<file path="config.mk">
export PLATFORM = sky130hd
export DESIGN_NAME = imem_program_loader
export DESIGN_NICKNAME = d
export VERILOG_FILES = /design/src/rtl/imem_program_loader.sv
export SDC_FILE = /design/constraint.sdc
export NUM_CORES = 1
export LEC_CHECK = 0
export ABC_AREA = 1
export CORE_ASPECT_RATIO = 0.6
export CORE_MARGIN = 2
export CORE_UTILIZATION = 62
export CTS_CLUSTER_SIZE = 12
export DETAILED_ROUTE_END_ITERATION = 10
export GPL_TIMING_DRIVEN = 0
export HOLD_SLACK_MARGIN = 0.12
export PLACE_DENSITY = 0.9
export SYNTH_ARGS = -nofsm -noshare
export SYNTH_HDL_FRONTEND = slang
export SYNTH_SLANG_ARGS = --single-unit
</file>
<file path="constraint.sdc">
create_clock -name clk -period 9.23 [get_ports clk]
set_input_delay 1.846 -clock clk [delete_from_list [all_inputs] [get_ports clk]]
set_output_delay 1.846 -clock clk [all_outputs]
set_load 0.05 [all_outputs]
</file>
<file path="src/rtl/imem_program_loader.sv">
// Byte-serial program loader: assembles 32-bit words and writes them
// into instruction memory, holding the core in reset until done.
module imem_program_loader #(
  parameter int ADDR_W    = 10,
  parameter int DEPTH     = 1024,
  parameter int BASE_ADDR = 0
) (
  input  logic              clk,
  input  logic              reset,
  input  logic              in_valid,
  input  logic [7:0]        in_data,
  output logic              in_ready,
  input  logic              reload,
  output logic              imem_we,
  output logic [ADDR_W-1:0] imem_addr,
  output logic [31:0]       imem_wdata,
  output logic              cpu_reset,
  output logic              load_done,
  output logic              load_error,
  output logic [15:0]       load_count
);

  typedef enum logic [2:0] {
    S_HDR0,
    S_HDR1,
    S_DATA,
    S_WRITE,
    S_RUN,
    S_ERR
  } state_t;

  localparam logic [16:0] DEPTH_L = 17'(DEPTH);
  localparam logic [ADDR_W-1:0] BASE_L = ADDR_W'(BASE_ADDR);

  state_t            state_q, state_d;
  logic [15:0]       n_q, n_d;
  logic [1:0]        bidx_q, bidx_d;
  logic [15:0]       widx_q, widx_d;
  logic [31:0]       word_q, word_d;
  logic              we_q, we_d;
  logic [ADDR_W-1:0] addr_q, addr_d;
  logic [31:0]       wdata_q, wdata_d;
  logic              cpu_rst_q, cpu_rst_d;
  logic              done_q, done_d;
  logic              err_q, err_d;
  logic [15:0]       cnt_q, cnt_d;
  logic [15:0]       n_hdr;
  logic              xfer;

  // Byte acceptance is decoded straight from the state.
  always_comb begin
    in_ready = 1'b0;
    if (!reset) begin
      in_ready = (state_q == S_HDR0) ||
                 (state_q == S_HDR1) ||
                 (state_q == S_DATA);
    end
  end

  assign xfer  = in_valid && in_ready;
  assign n_hdr = {in_data, n_q[7:0]};

  // Next-state and output computation.
  always_comb begin
    state_d   = state_q;
    n_d       = n_q;
    bidx_d    = bidx_q;
    widx_d    = widx_q;
    word_d    = word_q;
    we_d      = 1'b0;
    addr_d    = addr_q;
    wdata_d   = wdata_q;
    cpu_rst_d = cpu_rst_q;
    done_d    = done_q;
    err_d     = err_q;
    cnt_d     = cnt_q;
    unique case (state_q)
      S_HDR0: begin
        if (xfer) begin
          n_d[7:0] = in_data;
          state_d  = S_HDR1;
        end
      end
      S_HDR1: begin
        if (xfer) begin
          n_d[15:8] = in_data;
          if (n_hdr == 16'd0 ||
              {1'b0, n_hdr} > DEPTH_L) begin
            state_d = S_ERR;
            err_d   = 1'b1;
          end else begin
            state_d = S_DATA;
            bidx_d  = 2'd0;
            widx_d  = 16'd0;
          end
        end
      end
      S_DATA: begin
        if (xfer) begin
          word_d[{bidx_q, 3'b000} +: 8] = in_data;
          bidx_d = bidx_q + 2'd1;
          if (bidx_q == 2'd3) begin
            state_d = S_WRITE;
            we_d    = 1'b1;
            addr_d  = BASE_L + ADDR_W'(widx_q);
            wdata_d = word_d;
            cnt_d   = cnt_q + 16'd1;
          end
        end
      end
      S_WRITE: begin
        if (widx_q == n_q - 16'd1) begin
          state_d   = S_RUN;
          cpu_rst_d = 1'b0;
          done_d    = 1'b1;
        end else begin
          widx_d  = widx_q + 16'd1;
          state_d = S_DATA;
        end
      end
      S_RUN, S_ERR: begin
        if (reload) begin
          state_d   = S_HDR0;
          cpu_rst_d = 1'b1;
          done_d    = 1'b0;
          err_d     = 1'b0;
          cnt_d     = 16'd0;
        end
      end
      default: state_d = S_HDR0;
    endcase
  end

  // State and output registers.
  always_ff @(posedge clk or posedge reset) begin
    if (reset) begin
      state_q   <= S_HDR0;
      n_q       <= 16'd0;
      bidx_q    <= 2'd0;
      widx_q    <= 16'd0;
      word_q    <= 32'd0;
      we_q      <= 1'b0;
      addr_q    <= BASE_L;
      wdata_q   <= 32'd0;
      cpu_rst_q <= 1'b1;
      done_q    <= 1'b0;
      err_q     <= 1'b0;
      cnt_q     <= 16'd0;
    end else begin
      state_q   <= state_d;
      n_q       <= n_d;
      bidx_q    <= bidx_d;
      widx_q    <= widx_d;
      word_q    <= word_d;
      we_q      <= we_d;
      addr_q    <= addr_d;
      wdata_q   <= wdata_d;
      cpu_rst_q <= cpu_rst_d;
      done_q    <= done_d;
      err_q     <= err_d;
      cnt_q     <= cnt_d;
    end
  end

  assign imem_we    = we_q;
  assign imem_addr  = addr_q;
  assign imem_wdata = wdata_q;
  assign cpu_reset  = cpu_rst_q;
  assign load_done  = done_q;
  assign load_error = err_q;
  assign load_count = cnt_q;

endmodule

</file>
==> qor.yml, run 1 <==
final_layout:
  area_growth_pct: 21.8
  finalNonFillerCells: 1188
  layout-drive-gt1-share_pct: 7.09
  fin_nets: 1053
  final_common_cell: "nand2_1"
  fill_cells: 743
  fin_area_mm2: 0.00859
  final_cell_mix: "nand2_1 (319), dfrtp_1 (130), inv_1 (96), nor2_1 (73), clkdlybuf4s50_1 (73)"
  n_antenna_cell: 0
synth:
  synthCells: 938
  avgSynthCellArea_um2: 7.52
  synth_top_area_share_pct: 46.1
  synth_fa_ha_area_share_pct: 1.77
  synth_top_family_by_area: "simple AND/OR/NAND/NOR gates"
  synth_warnings: 0
  muxShareOfSynthArea_pct: 0.639
  synthesis.nets: 960
  synth.top_cells.by_area: "dfrtp_1 (46%), nand2_1 (17%), inv_1 (5.2%)"
  synth-seq-cells: 131
  synth_simple_gate_area_share_pct: 31.4
  synth-xor-area-share_pct: 3.23
  synth_top_cell_by_area: "dfrtp_1"
  synth_cell_types: 39
  synth_area_mm2: 0.00705
  synth_compound_area_share_pct: 8.94
  seq_area_frac_synth_pct: 46.5
sta:
  drv_slew: 0
  fin_tns_setup_ns: 0
  fin_crit_sh_pct: 63.8
  worst_slew_pin_slew_ns: 0.700
  hold_violations: 0
  clock_skew_ns: 0.00771
  period_needed_ns: 5.89
  fmax_mhz: 170
  setup_viol: 0
  rsz0062_at_grt: "false"
  slew_headroom_pct: 53.0
setup_path:
  cp-start-kind: "primary input"
  cp-end-kind: "output pin"
  reg2reg_depth: 14
  critPathArrivalTime_ns: 4.04
  crit-reg2reg-capture: "widx_q[1]"
  crit_type: "in -> out"
  crit_fanout: 100
  r2r-start: "n_q[0]"
  r2r_setup_slack_ns: 6.63
  critPathRequiredTime_ns: 7.38
placement:
  port_buffers: 73
  place.gp.congestion: 0.947
  place_hpwl_um: 13400
  dp_cells: 1156
  placed_area_mm2: 0.00800
floorplanning:
  dieWidth_um: 142
  num_rows: 30
  die_y_um: 86.6
  dieArea_mm2: 0.0123
  initial_core_util_pct: 63.1
  pin_count: 75
  core_mm2: 0.0112
cts:
  cts_buffer_depth: 2
  path_clk_slew_ns: 0.06
  cts_setup_buffers: 0
  clockRootBuffer: "clkbuf_16"
  cts_buffers: 17
  ctsResizeCount: 0
  tritoncts: "done"
  cts.sinks: 131
  cts_max_level: 4
  clock_latency_ns: 0.43
  hold_buffers: 0
global_route:
  grt_pass1_wl_um: 32400
  antenna_found_initial: 0
  globalRouteTotalUtil_pct: 33.8
  grt_pass1_vias: 6414
  grt_start_max_net_pins: 101
  grt.overflow.total: 0
route:
  drc: 0
  initialDrtViolationCount: 827
  vias: 6966
  via_per_inst: 5.86
  firstDrtPassIters: 6
  wl_per_cell_um: 16.7
  finalWirelength_um: 19800
  antenna_left: 0
worst_hold_path:
  hold_path_end: "imem_wdata[18]"
  hold_depth: 2
  min_from: "imem_wdata[18]"
  hold_class: "reg -> reg"
job:
  maxCapViolCount: 0
pwr:
  p_leak_nw: 4.07
  pwr_density_cell_mw_per_mm2: 274
  peakVddDrop_v: 0.000192
outcome:
  status: "complete, no violations"
## cell usage after synthesis
cell type	count
a22o_1	2
clkbuf_1	15
nand3_1	64
a21oi_1	14
dfrtp_1	130
inv_2	2
xor2_1	15
and2_1	1
inv_1	97
nor4_1	5
nand4_2	1
nor3_1	20
xnor2_1	11
ha_1	10
o21ai_0	71
mux2_2	4
nor2_1	73
or2_2	1
buf_6	2
nand2_1	319
nor3_2	1
nor2_2	4
nor3b_1	1
o22ai_1	22
nand2_4	3
nor2_4	3
buf_2	11
buf_1	4
clkinv_1	1
nand4_1	13
o21a_1	2
o31ai_1	4
nor4_2	1
dfstp_2	1
nand2_2	2
nand3b_1	3
clkbuf_2	1
o21ai_1	1
nand3_2	3
## registers in the layout, indices dropped and copies added (netlist names)
register / cells
load_error: 1
widx_q: 16
state_q: 3
bidx_q: 2
imem_we: 1
n_q: 16
load_count: 16
cpu_reset: 1
word_q: 32
load_done: 1
imem_wdata: 32
imem_addr: 10
## power breakdown
group | internal (W) | total, W | leakage (nW) | switching [W]
Clock | 0.000408 | 0.000685 | 0.289 | 0.000277
Sequential | 0.000705 | 0.000809 | 1.70 | 0.000104
Combinational | 0.000272 | 0.000858 | 2.09 | 0.000586
Total | 0.00138 | 0.00235 | 4.07 | 0.000967
## per-stage QoR
stage	setup WS (ns)	total power [W]	util [%]	hold slack, ns
2_1_floorplan	2.25	0.00141	-	0.501
3_3_place_gp	0.309	0.00159	71.2	0.458
3_5_place_dp	3.31	0.00162	71.5	0.461
4_1_cts	3.31	0.00233	76.8	0.474
5_1_grt	3.12	0.00248	76.8	0.499
6_report	3.34	0.00235	76.8	0.470
## critical path, stage by stage
cell	delay, ns
clkdlybuf4s50_1	0.47
inv_6	0.28
buf_16	0.42
nand2_1	0.10
inv_1	0.06
clkdlybuf4s50_1	0.79
## metal layers
metal	wire length [um]	GRT usage, %	vias to the layer above
met5	0	0	-
met2	8400	49.5	460
li1	-	-	3195
met3	2420	9.23	52
met4	381	10.0	0
met1	8610	49.7	3259
## cell type report
| type | instances | area (um2) | share of cell area (%) |
|---|---|---|---|
| tap | 144 | 180 | 2.10 |
| buffer | 33 | 154 | 1.79 |
| clock inverter | 14 | 154 | 1.79 |
| timing repair buffer | 74 | 758 | 8.83 |
| inverter | 100 | 380 | 4.43 |
| multi-input combinational | 674 | 3250 | 37.8 |
| sequential | 131 | 3280 | 38.2 |
| clock buffer | 18 | 439 | 5.11 |
## cell families after synthesis
group	after synthesis
compound gates	116
xor+xnor	26
fa+ha+maj	10
buf+inv	133
flops	131
mux	4
simple gates	518
## worst max-delay path by stage
| stage | from | to | slack (ns) | depth (start not counted) |
|---|---|---|---|---|
| after CTS | reset | in_ready | 3.31 | 6 |
| final | reset | in_ready | 3.34 | 6 |
| after global placement | reset | in_ready | 0.31 | 5 |
| after floorplan | reset | in_ready | 2.25 | 3 |
| after detailed placement | reset | in_ready | 3.31 | 6 |
| after global routing | reset | in_ready | 3.12 | 6 |
Power figures use the tool's default switching activity.
==> run 2: changes to the inputs <==
--- a/config.mk
+++ b/config.mk
@@ -8,12 +8,12 @@
 export ABC_AREA = 1
 export CORE_ASPECT_RATIO = 0.6
 export CORE_MARGIN = 2
-export CORE_UTILIZATION = 62
+export CORE_UTILIZATION = 57
 export CTS_CLUSTER_SIZE = 12
 export DETAILED_ROUTE_END_ITERATION = 10
 export GPL_TIMING_DRIVEN = 0
 export HOLD_SLACK_MARGIN = 0.12
-export PLACE_DENSITY = 0.9
+export PLACE_DENSITY = 0.84
 export SYNTH_ARGS = -nofsm -noshare
 export SYNTH_HDL_FRONTEND = slang
 export SYNTH_SLANG_ARGS = --single-unit
==> constraint.sdc (replaced) <==
create_clock -name clk -period 5.75 [get_ports clk]
set_input_delay 1.15 -clock clk [delete_from_list [all_inputs] [get_ports clk]]
set_output_delay 1.15 -clock clk [all_outputs]
set_load 0.05 [all_outputs]
==> run 2 against run 1 <==
Effect of this change:
- critical path depth did not move
- power rose by 56%
- die area is 8.4% higher
- combinational power grew 62%
- sequential share of layout area up 0.089 points
- critical endpoint unchanged
==> qor.yml, run 2 (synthesis gave the netlist of run 1 again) <==
final_layout:
  layout-drive-gt1-share_pct: 7.00  # was 7.09%
  fin_area_mm2: 0.00857  # was 0.00859 mm2
  finalNonFillerCells: 1208  # was 1,188
  final_common_cell: "nand2_1"  # unchanged
  final_cell_mix: "nand2_1 (319), dfrtp_1 (130), inv_1 (96), nor2_1 (73), clkdlybuf4s50_1 (73)"  # unchanged
  n_antenna_cell: 0  # unchanged
  area_growth_pct: 21.5  # was 21.8%
  fin_nets: 1053  # unchanged
  fill_cells: 926  # was 743
setup_path:
  endpoint: "in_ready"  # unchanged
  crit_buf_inv: 5  # unchanged
  r2r-start: "n_q[0]"  # unchanged
  critPathSlowestCell: "clkdlybuf4s50_1"  # unchanged
  crit-reg2reg-capture: "widx_q[2]"  # was widx_q[1]
  cpMostUsedCell: "clkdlybuf4s50_1"  # unchanged
  cp-start-kind: "primary input"  # unchanged
  path_cells: "clkdlybuf4s50_1, inv_6, buf_16, nand2_1, inv_1, clkdlybuf4s50_1"  # unchanged
  crit_fanout: 92  # was 100
  r2r_setup_slack_ns: 3.20  # was 6.63 ns
  path_depth: 6  # unchanged
  reg2reg_depth: 14  # unchanged
  crit_family: "buffers and inverters"  # unchanged
  crit_start: "reset"  # unchanged
  crit_type: "in -> out"  # unchanged
  critPathMaxStageDelay_ns: 0.79  # about the same
  critPathRequiredTime_ns: 4.60  # was 7.38 ns
  critPathArrivalTime_ns: 3.38  # was 4.04 ns
  cp-end-kind: "output pin"  # unchanged
placement:
  place.gp.congestion: 0.958  # was 0.947
  port_buffers: 73  # unchanged
  dp_cells: 1177  # was 1,156
  placed_area_mm2: 0.00802  # was 0.00800 mm2
  place_hpwl_um: 13600  # was 13,400 um
route:
  firstDrtPassIters: 6  # unchanged
  via_per_inst: 5.67  # was 5.86
  initialDrtViolationCount: 902  # was 827
  finalWirelength_um: 19300  # was 19,800 um
  drc: 0  # unchanged
  antenna_left: 0  # unchanged
  wl_per_cell_um: 16.0  # was 16.7 um
  vias: 6855  # was 6,966
floorplanning:
  dieArea_mm2: 0.0133  # was 0.0123 mm2
  die_y_um: 90.2  # was 86.6 um
  initial_core_util_pct: 58.5  # was 63.1%
  dieWidth_um: 148  # was 142 um
  core_mm2: 0.0121  # was 0.0112 mm2
  pin_count: 75  # unchanged
  num_rows: 31  # was 30
global_route:
  grt.overflow.total: 0  # unchanged
  globalRouteTotalUtil_pct: 30.0  # was 33.8%
  grt_start_max_net_pins: 93  # was 101
  grt_pass1_vias: 6089  # was 6,414
  antenna_found_initial: 0  # unchanged
  grt_pass1_wl_um: 31500  # was 32,400 um
pwr:
  power_w: 0.00368  # was 0.00235 W
  peakVddDrop_v: 0.000276  # was 0.000192 V
  p_leak_nw: 4.05  # was 4.07 nW
  pwr_density_cell_mw_per_mm2: 429  # was 274 mW/mm2
cts:
  clockRootBuffer: "clkbuf_16"  # unchanged
  hold_buffers: 0  # unchanged
  cts_buffer_depth: 2  # unchanged
  cts_max_level: 4  # unchanged
  ctsResizeCount: 0  # unchanged
  cts_buffers: 17  # unchanged
  tritoncts: "done"  # unchanged
  clock_latency_ns: 0.43  # about the same
  cts_setup_buffers: 0  # unchanged
  cts.sinks: 131  # unchanged
  path_clk_slew_ns: 0.06  # about the same
sta:
  rsz0062_at_grt: "false"  # unchanged
  drv_slew: 0  # unchanged
  period_needed_ns: 4.53
  fin_crit_sh_pct: 78.8
  slew_headroom_pct: 46.7  # was 53.0%
  setup_viol: 0  # unchanged
  hold_violations: 0  # unchanged
  worst_slew_pin_slew_ns: 0.793  # was 0.700 ns
  fmax_mhz: 221
  clock_skew_ns: 0.0107  # was 0.00771 ns
worst_hold_path:
  hold_class: "reg -> reg"  # unchanged
outcome:
  status: "complete, no violations"  # unchanged
job:
  maxCapViolCount: 0  # unchanged
==> run 2: changes by cell type in the layout (fill, tap and decap cells not counted) <==
cell	before	now
clkinvlp_4	2	4
bufinv_16	2	0
inv_6	3	2
inv_8	1	0
clkinv_4	4	3
clkbuf_8	1	3
==> run 2: layout make-up <==
type,instances,area [um2],area share (%)
Sequential cell,131,3280,38.3
Multi-Input combinational cell,674,3250,37.9
Timing Repair Buffer,74,758,8.85
Clock buffer,20,467,5.45
Inverter,100,380,4.44
Tap cell,165,206,2.41
Buffer,33,154,1.80
Clock inverter,11,80.1,0.934
==> run 2: metrics by stage <==
stage          util, %  setup TNS (ns)  hold WS, ns  setup WS, ns
4_1_cts           71.1               0        0.477          1.18
5_1_grt           71.1               0        0.487         0.968
3_5_place_dp      66.5               0        0.461          1.18
3_3_place_gp      66.2         -356.70        0.457         -2.33
6_report          71.1               0        0.472          1.22
2_1_floorplan        -               0        0.501        0.0484
==> run 2: power breakdown <==
| group | internal [W] | total (W) | leakage [nW] | switching [W] |
|---|---|---|---|---|
| logic | 0.000436 | 0.00139 | 2.09 | 0.000949 |
| registers | 0.00113 | 0.00129 | 1.70 | 0.000158 |
| clock network | 0.000582 | 0.00100 | 0.260 | 0.000420 |
| total | 0.00215 | 0.00368 | 4.05 | 0.00153 |
==> run 2: worst min-delay path by stage <==
| stage | slack (ns) | from | end | cells after the start |
|---|---|---|---|---|
| floorplan | 0.50 | word_q[0] | word_q[0] | 2 |
| global placement | 0.46 | imem_wdata[25] | imem_wdata[25] | 2 |
| detailed placement | 0.46 | imem_wdata[8] | imem_wdata[8] | 2 |
| CTS | 0.48 | imem_wdata[11] | imem_wdata[11] | 2 |
| global route | 0.49 | imem_wdata[16] | imem_wdata[16] | 2 |
| finish | 0.47 | imem_wdata[16] | imem_wdata[16] | 2 |
==> run 2: metal layers <==
layer / part of all wire [%] / GRT usage [%]
met2: 40 / 40.8
met5: 0 / 0
met1: 45 / 46.1
met3: 13 / 9.24
met4: 1.7 / 8.01
==> run 2: worst min-delay path, delay by kind of cell (launching register included) <==
family / cells / cell delay (ns)
and+or+nand+nor: 2 / 0.10
DFF: 1 / 0.34
